--- src/rtl/vga_seq_pkg.sv ---
// Shared types and geometry constants for the VGA tile-reveal sequencer.
package vga_seq_pkg;

  typedef enum logic [1:0] {END, GAME, REVEAL, HOLD} seq_state_e;

  localparam int TILE_COUNT_DEFAULT = 12;
  localparam int TILE_PX            = 160;
  localparam int GRID_COLS          = 4;
  localparam int REV_W              = $clog2(TILE_COUNT_DEFAULT + 1);

endpackage

--- src/rtl/frame_tick_counter.sv ---
// Modulo-N frame counter: steps on advance, synchronous clear wins, flags the last count.
module frame_tick_counter #(
  parameter int N = 8
) (
  input  logic clk,
  input  logic reset,
  input  logic advance,
  input  logic clear,
  output logic terminal
);

  localparam int CW = (N > 1) ? $clog2(N) : 1;

  logic [CW-1:0] count;

  assign terminal = (count == CW'(N - 1));

  always_ff @(posedge clk or negedge reset) begin
    if (!reset) begin
      count <= '0;
    end else if (clear) begin
      count <= '0;
    end else if (advance) begin
      count <= terminal ? '0 : count + CW'(1);
    end
  end

endmodule

--- src/rtl/vga_reveal_sequencer.sv ---
// Chooses game board vs end screen and reveals tiles toward min(score, TILE_COUNT),
// committing every visible change on a frame boundary so the display never tears.
module vga_reveal_sequencer
  import vga_seq_pkg::*;
#(
  parameter int TILE_COUNT      = TILE_COUNT_DEFAULT,
  parameter int FRAMES_PER_STEP = 8,
  parameter int HOLD_FRAMES     = 120,
  parameter int SCORE_WIDTH     = 32
) (
  input  logic                   clk,
  input  logic                   reset,
  input  logic                   screen_end,
  input  logic                   ingame,
  input  logic [SCORE_WIDTH-1:0] score,
  output logic                   show_game,
  output logic [TILE_COUNT-1:0]  tile_mask,
  output logic                   busy,
  output logic                   reveal_done
);

  localparam int RV_W = $clog2(TILE_COUNT + 1);

  seq_state_e             state, state_n;
  logic [RV_W-1:0]        revealed, revealed_n, target, step;
  logic                   ingame_q;
  logic [SCORE_WIDTH-1:0] score_q;
  logic                   done_n;
  logic                   frame_clr, frame_adv, frame_term;
  logic                   hold_clr, hold_adv, hold_term;

  function automatic logic [TILE_COUNT-1:0] decode_mask(input logic [RV_W-1:0] n);
    logic [TILE_COUNT-1:0] m;
    for (int i = 0; i < TILE_COUNT; i++) m[i] = (i < int'(n));
    return m;
  endfunction

  // Full-width compare so large scores clamp rather than alias after truncation.
  assign target = (score_q >= SCORE_WIDTH'(TILE_COUNT)) ? RV_W'(TILE_COUNT)
                                                         : score_q[RV_W-1:0];
  assign step   = revealed + RV_W'(1);

  frame_tick_counter #(.N(FRAMES_PER_STEP)) u_frame_cnt (
    .clk(clk), .reset(reset), .advance(frame_adv), .clear(frame_clr), .terminal(frame_term)
  );

  frame_tick_counter #(.N(HOLD_FRAMES)) u_hold_cnt (
    .clk(clk), .reset(reset), .advance(hold_adv), .clear(hold_clr), .terminal(hold_term)
  );

  always_comb begin
    state_n    = state;
    revealed_n = revealed;
    done_n     = 1'b0;
    frame_clr  = 1'b0;
    frame_adv  = 1'b0;
    hold_clr   = 1'b0;
    hold_adv   = 1'b0;
    if (screen_end) begin
      unique case (state)
        END: begin
          revealed_n = '0;
          if (ingame_q) state_n = GAME;
        end
        GAME: begin
          if (!ingame_q) begin
            state_n  = HOLD;
            hold_clr = 1'b1;
          end else if (target > revealed) begin
            state_n   = REVEAL;
            frame_clr = 1'b1;
          end else if (target < revealed) begin
            revealed_n = target;
          end
        end
        REVEAL: begin
          if (!ingame_q) begin
            state_n  = HOLD;
            hold_clr = 1'b1;
          end else if (target <= revealed) begin
            revealed_n = target;
            state_n    = GAME;
          end else if (frame_term) begin
            revealed_n = step;
            frame_clr  = 1'b1;
            if (step == target) begin
              state_n = GAME;
              done_n  = 1'b1;
            end
          end else begin
            frame_adv = 1'b1;
          end
        end
        HOLD: begin
          if (ingame_q) begin
            state_n    = GAME;
            revealed_n = '0;
          end else if (hold_term) begin
            state_n    = END;
            revealed_n = '0;
          end else begin
            hold_adv = 1'b1;
          end
        end
        default: state_n = END;
      endcase
    end
  end

  // Outputs are registered from next-state values, so they move one edge after screen_end.
  always_ff @(posedge clk or negedge reset) begin
    if (!reset) begin
      state       <= END;
      revealed    <= '0;
      ingame_q    <= 1'b0;
      score_q     <= '0;
      show_game   <= 1'b0;
      tile_mask   <= '0;
      busy        <= 1'b0;
      reveal_done <= 1'b0;
    end else begin
      ingame_q    <= ingame;
      score_q     <= score;
      state       <= state_n;
      revealed    <= revealed_n;
      show_game   <= (state_n != END);
      busy        <= (state_n == REVEAL);
      tile_mask   <= decode_mask(revealed_n);
      reveal_done <= done_n;
    end
  end

endmodule

--- config.mk ---
export PLATFORM = sky130hd
export DESIGN_NAME = vga_reveal_sequencer
export DESIGN_NICKNAME = d
export VERILOG_FILES = /design/src/rtl/vga_seq_pkg.sv /design/src/rtl/frame_tick_counter.sv /design/src/rtl/vga_reveal_sequencer.sv
export SDC_FILE = /design/constraint.sdc
export NUM_CORES = 1
export LEC_CHECK = 0
export CAP_MARGIN = 15
export CORE_ASPECT_RATIO = 1.75
export CORE_MARGIN = 5
export CORE_UTILIZATION = 49
export CTS_BUF_LIST = sky130_fd_sc_hd__clkbuf_2 sky130_fd_sc_hd__clkbuf_4 sky130_fd_sc_hd__clkbuf_8
export DETAILED_ROUTE_END_ITERATION = 7
export HOLD_SLACK_MARGIN = 0.12
export PLACE_DENSITY = 0.77
export SYNTH_ARGS = -nofsm -noshare
export SYNTH_HDL_FRONTEND = slang
export SYNTH_HIERARCHICAL = 1
export SYNTH_SLANG_ARGS = --single-unit
--- constraint.sdc ---
create_clock -name clk -period 2.93 [get_ports clk]
set_input_delay 0.586 -clock clk [delete_from_list [all_inputs] [get_ports clk]]
set_output_delay 0.586 -clock clk [all_outputs]
set_load 0.01 [all_outputs]
==> results of run 1 <==
-- power breakdown --
| part | switching, mW | leakage [nW] | internal (mW) | total, mW |
|---|---|---|---|---|
| clock | 0.340 | 0.109 | 0.506 | 0.845 |
| sequential | 0.0826 | 0.788 | 0.945 | 1.03 |
| combinational | 0.263 | 0.906 | 0.234 | 0.497 |
| total | 0.685 | 1.80 | 1.68 | 2.37 |
-- final cells by class --
class | count | share of cell area
Sequential cell | 63 | 0.3816
Multi-Input combinational cell | 177 | 0.3565
Timing Repair Buffer | 74 | 0.1654
Clock buffer | 10 | 0.03331
Tap cell | 78 | 0.02362
Clock inverter | 6 | 0.02241
Inverter | 19 | 0.01726
-- placed cells by master (no fill, tap or decap), drive strengths merged, types with 11 or more instances in the layout --
master	netlist	routed
inv	19	20
nor4	11	11
a21oi	15	15
dfrtp	63	63
buf	5	25
clkdlybuf4s50	0	49
nand3	15	15
nor2	11	11
ha	12	12
nand2	24	24
-- final timing paths --
| kind | to | slack [ps] | depth (start not counted) |
|---|---|---|---|
| hold reg to reg | u_frame_cnt/count[2] | 540 | 2 |
| max in group asynchronous | score_q[15] | 2320 | 2 |
| hold / removal | u_hold_cnt/count[2] | 230 | 2 |
| min in group clk | u_frame_cnt/count[2] | 540 | 2 |
| setup / recovery | tile_mask[1] | -180 | 15 |
| setup reg to reg | tile_mask[1] | -180 | 15 |
-- through the flow --
| stage | util | setup TNS [ps] | hold WS (ps) |
|---|---|---|---|
| floorplan | - | -59.80 | 290.4 |
| global placement | 0.6156 | -1806 | 512.7 |
| detailed placement | 0.6156 | -3175 | 521.3 |
| CTS | 0.6907 | -269.5 | 245.5 |
| global route | 0.7083 | -5220 | 270.2 |
| finish | 0.7083 | -2318 | 230.0 |
-- flip-flops by register name (all words and copies together) (netlist names) --
| register | count |
|---|---|
| score_q | 32 |
| tile_mask | 12 |
| u_hold_cnt/count | 7 |
| revealed | 3 |
| u_frame_cnt/count | 3 |
| state | 2 |
| busy | 1 |
| ingame_q | 1 |
| reveal_done | 1 |
| show_game | 1 |
-- routing by layer --
layer / routed length, um / up-vias
met5: 0 / -
met4: 433 / 0
met3: 420 / 43
met2: 3862 / 112
met1: 2484 / 1174
li1: - / 1114
-- cells by family (layout without fill, tap and decap cells) --
| group | after synthesis | count (layout) | share of synthesized area |
|---|---|---|---|
| DFF | 63 | 63 | 0.5380 |
| buffers and inverters | 27 | 109 | 0.03843 |
| and+or+nand+nor | 103 | 103 | 0.2156 |
| AOI/OAI and AO/OA | 52 | 53 | 0.1281 |
| muxes | 4 | 4 | 0.01366 |
| adders and majority gates | 12 | 12 | 0.05124 |
| xor gates and xnor gates | 5 | 5 | 0.01494 |
-- timing repair --
action / 4_1_cts / 5_1_grt
buffers inserted: 6 / 4
cloned: 1 / 0
hold endpoints to repair: 0 / 0
setup endpoints to repair: 21 / 22
gates resized for setup: 27 / 14
pin swaps: 26 / 23
==> results.toml, run 1 <==
[placed_design]
dp_slack_ps = -259.3
port_buffers = 50
post-place-cells = 400
placed_cell_area_um2 = 3591
globalplace.congestion = 0.9072
dp_hpwl_um = 4744

[logic_synthesis]
synth_edf_count = 0
synth_top_cells_by_area = "dfrtp_1 54%, ha_1 5.1%, nand2_1 3.1%"
ys.flop_type = "dfrtp_1"
yosysMostFrequentCell = "dfrtp_1"
synth_nets = 314
ys_ff_latch = 63
synth_cells = 266
syn_avg_cell_area_um2 = 11.02
synth-async-reset-ratio = 1.000
netlist_area_um2 = 2930
yosys_warnings = 6
yosysTopAreaCellShare = 0.5380
ys_seq_area_frac = 0.5380
synth_cell_type_count = 61
synth_top_cell_by_area = "dfrtp_1"
ys_top_cells_by_count = "63 x dfrtp_1, 24 x nand2_1, 17 x inv_1"

[worst_setup_path]
slowest_stage = "dfrtp_1"
crit_arrival_ps = 3400
end_kind = "flop"
crit_family = "simple AND/OR/NAND/NOR gates"
crit_type = "reg2reg"
worstReg2RegStart = "score_q[16]"
start_kind = "flop"
path_max_fanout = 9
critPathMaxStageDelay_ps = 400
critPathMostFrequentCell = "buf_4"
crit_chain = "nor4_2 > nand4_2 > buf_6 > nor4_4 > inv_2 > ha_4 > or2_4 > o311ai_4 > buf_4 > a21oi_4 > buf_4 > nand4_1 > and3_4 > and2_4 > nand2_1"
startpoint = "score_q[16]"
worst-path-buf-inv = 4
critPathRequiredTime_ps = 3220

[route]
routed_wl_um = 7201
drtPass1Iterations = 4
postRouteAntennaNets = 0
drc_errors = 0
wl_per_cell_um = 16.86
avgViaCountPerCell = 5.721
vias = 2443
first_iter_violations = 185

[cts]
clock_latency_ps = 350
cts_tree = "yes"
cts_max_level = 3
cts.hold.buffers_added = 0
cts_sinks = 63
clock_path_buffers = 2
cts_inserted_buffers = 9
clk_pin_slew_ps = 70
cts-root-buf = "clkbuf_8"

[cells_and_area]
layout.area.seq_um2 = 1577
diodes = 0
final_area_um2 = 4131
layout.cells.non_filler = 427
num-nets-final = 392
multi_input_comb_area_um2 = 1473
fill_cells = 440
drive_gt1_frac = 0.2607
layout-area-overhead-vs-synth_pct = 40.99

[die]
row_count = 37
die-height_um = 112.3
ioPinCount = 51
core_area_um2 = 5833
start_util = 0.5024
die_x_um = 68.46
die-area_um2 = 7688

[pwr]
max-vdd-ir-drop_v = 0.0004706
p_leak_nw = 1.803
p_total_mw = 2.369
power_density_nw_per_um2 = 573.4

[global_routing]
grt_pass1_vias = 2527
grt_pass1_wl_um = 11590
antenna_found_initial = 0
top_usage_layer = "met2"
grtUsageMet1 = 0.2087
grt_remaining_overflow = 0
grt_max_degree = 38
grt.total_usage = 0.2035
gr-usage-met3 = 0.05305
grt_use_met2 = 0.3427

[timing]
post-route-period-util = 1.062
hold_violations = 0
layout_min_cycle_time_ps = 3111
rsz0062_at_grt = "yes"
setup_ws_ps = -181.4
setup_viol = 20
fmax_mhz = 321.4
fin_worst_skew_ps = 9.762
worst_pin_slew_ps = 551.4
slew_viol_final = 0
slew_headroom = 0.6324

[run_status]
status = "finished with violations"
failed_checks = "negative setup slack"

[worst_hold_path]
min_path_type = "in2async"

[flow_run]
drv_cap = 0
(Power assumes the default switching activity.)
==> run 2: changes to the inputs <==
--- a/config.mk
+++ b/config.mk
@@ -5,14 +5,15 @@
 export SDC_FILE = /design/constraint.sdc
 export NUM_CORES = 1
 export LEC_CHECK = 0
-export CAP_MARGIN = 15
+export CAP_MARGIN = 10
 export CORE_ASPECT_RATIO = 1.75
 export CORE_MARGIN = 5
-export CORE_UTILIZATION = 49
+export CORE_UTILIZATION = 54
 export CTS_BUF_LIST = sky130_fd_sc_hd__clkbuf_2 sky130_fd_sc_hd__clkbuf_4 sky130_fd_sc_hd__clkbuf_8
+export CTS_CLUSTER_DIAMETER = 60
 export DETAILED_ROUTE_END_ITERATION = 7
 export HOLD_SLACK_MARGIN = 0.12
-export PLACE_DENSITY = 0.77
+export PLACE_DENSITY = 0.8
 export SYNTH_ARGS = -nofsm -noshare
 export SYNTH_HDL_FRONTEND = slang
 export SYNTH_HIERARCHICAL = 1
==> constraint.sdc (replaced) <==
create_clock -name clk -period 3.5 [get_ports clk]
set_input_delay 0.7 -clock clk [delete_from_list [all_inputs] [get_ports clk]]
set_output_delay 0.7 -clock clk [all_outputs]
set_load 0.01 [all_outputs]
==> run 2 against run 1 <==
Net effect:
- the run now ends clean
- utilization grew 0.86 points
- count of clock-buffer cells in the layout did not move
- maximum frequency fell by 3.5%
- wire length shrank 8.0%
- critical path depth is 2 lower
- sequential power down 17%
- die area down 8.2%
==> results.toml, run 2 (synthesis gave the netlist of run 1 again) <==
[run_status]
status = "finished, final reports clean"

[worst_setup_path]
path_max_fanout = 5
critPathRequiredTime_ps = 3710
crit_type = "reg2reg"
start_kind = "flop"
crit_arrival_ps = 3430
end_kind = "flop"

[cts]
clock_path_buffers = 2
cts_max_level = 3
cts_tree = "yes"
cts_inserted_buffers = 9
clock_latency_ps = 330
cts-root-buf = "clkbuf_8"
cts_sinks = 63
clk_pin_slew_ps = 70
cts.hold.buffers_added = 0

[route]
routed_wl_um = 6624
drc_errors = 0
postRouteAntennaNets = 0
avgViaCountPerCell = 5.868
vias = 2265
wl_per_cell_um = 17.16
drtPass1Iterations = 4
first_iter_violations = 90

[timing]
slew_viol_final = 0
fin_worst_skew_ps = 8.693
setup_ws_ps = 276.7
layout_min_cycle_time_ps = 3223
hold_violations = 0
setup_tns_ps = 0
post-route-period-util = 0.9209
slew_headroom = 0.3412
rsz0062_at_grt = "no"
setup_viol = 0
fmax_mhz = 310.2
worst_pin_slew_ps = 988.1

[pwr]
p_int_mw = 1.467
p_leak_nw = 1.669
pwr-share-seq = 0.425
max-vdd-ir-drop_v = 0.0005758
pwr-share-clk = 0.387
switching_power_mw = 0.5444
power_density_nw_per_um2 = 533.8
pwr-share-comb = 0.188
swShare = 0.2707

[cells_and_area]
largest_reg_flops = 32
num-nets-final = 374
reg_top3 = "score_q: 32 flops, tile_mask: 12 flops, u_hold_cnt/count: 7 flops"
regMostFlops = "score_q"
final_cell_mix = "63 x dfrtp_1, 49 x clkdlybuf4s50_1, 24 x nand2_1, 17 x inv_1"
drive_gt1_frac = 0.1390
layout-area-overhead-vs-synth_pct = 28.57
diodes = 0
layout_commonest_cell = "dfrtp_1"

[global_routing]
grt.total_usage = 0.2080
grt_pass1_wl_um = 11040
antenna_found_initial = 0
grt_pass1_vias = 2433
grt_max_degree = 49
grt_remaining_overflow = 0

[worst_hold_path]
min_path_type = "in2async"

[placed_design]
dp_slack_ps = 217.7
globalplace.congestion = 0.9142
port_buffers = 50
dp_hpwl_um = 5011

[die]
die-area_um2 = 7058
die-height_um = 107.5
core_area_um2 = 5255
start_util = 0.5576
ioPinCount = 51
row_count = 35
die_x_um = 65.69

[flow_run]
drv_cap = 0
[run 2: cell count changes in the layout (fill, tap and decap cells not counted), sizes merged]
cell	change
buf	-17
bufinv	+1
inv	+1
a32o	-1
clkinvlp	-1
clkinv	-1
[run 2: path summary, 6_finish.rpt]
kind / start / end / slack [ps] / depth (start not counted)
min in group clk: u_frame_cnt/count[1] / u_frame_cnt/count[1] / 530 / 2
max: score_q[13] / tile_mask[0] / 280 / 13
min: reset / score_q[27] / 530 / 1
min reg2reg: u_frame_cnt/count[1] / u_frame_cnt/count[1] / 530 / 2
max in group asynchronous: reset / u_hold_cnt/count[2] / 2190 / 2
max reg2reg: score_q[13] / tile_mask[0] / 280 / 13
[run 2: worst max-delay path: stages, from the launching register on]
cell and delay [ps]:
dfrtp_1 370, nor4_1 330, nand2_1 240, nor4_2 320
inv_1 80, ha_1 290, or2_2 300, o311ai_2 120
nand4_1 300, nand3_1 180, and3_1 240, inv_2 60
nor2_1 190, nand2_1 110
[run 2: cell type report]
class	count	area, um^2
sequential	63	1577
fill	393	1488
multi-input combinational	176	1250
timing repair buffer	57	548.0
clock buffer	10	137.6
clock inverter	6	115.1
inverter	19	71.32
tap	55	68.82
[run 2: routing by layer]
metal / global-route usage / up-vias / wire length [um]
met4: 0.1024 / 0 / 203
met3: 0.04598 / 19 / 290
met2: 0.4027 / 59 / 3900
met1: 0.1940 / 1115 / 2229
met5: 0 / - / 0
li1: - / 1072 / -
[run 2: per-stage QoR]
stage               instances  cell area, um^2  total power [mW]    util  hold slack, ps
global route              386             3767             2.115  0.7169           567.6
CTS                       386             3759             2.032  0.7152           536.8
floorplan                 266             2930             1.101       -           404.4
finish                    386             3767             2.011  0.7169           530.4
global placement          370             3506             1.230  0.6671           508.4
detailed placement        370             3506             1.244  0.6671           520.8
[run 2: repair_timing]
item                                    in CTS  in global routing
endpoints found under the setup margin       0                  1
resized for setup                            0                  2
buffers inserted                             0                  0
[run 2: power by group through the flow]
| stage | registers (mW) | clock network (mW) | logic [mW] |
|---|---|---|---|
| finish | 0.855 | 0.778 | 0.378 |
| global route | 0.864 | 0.826 | 0.425 |
| CTS | 0.855 | 0.796 | 0.381 |
| detailed placement | 0.869 | 0 | 0.375 |
| global placement | 0.864 | 0 | 0.365 |
| floorplan | 0.853 | 0 | 0.248 |
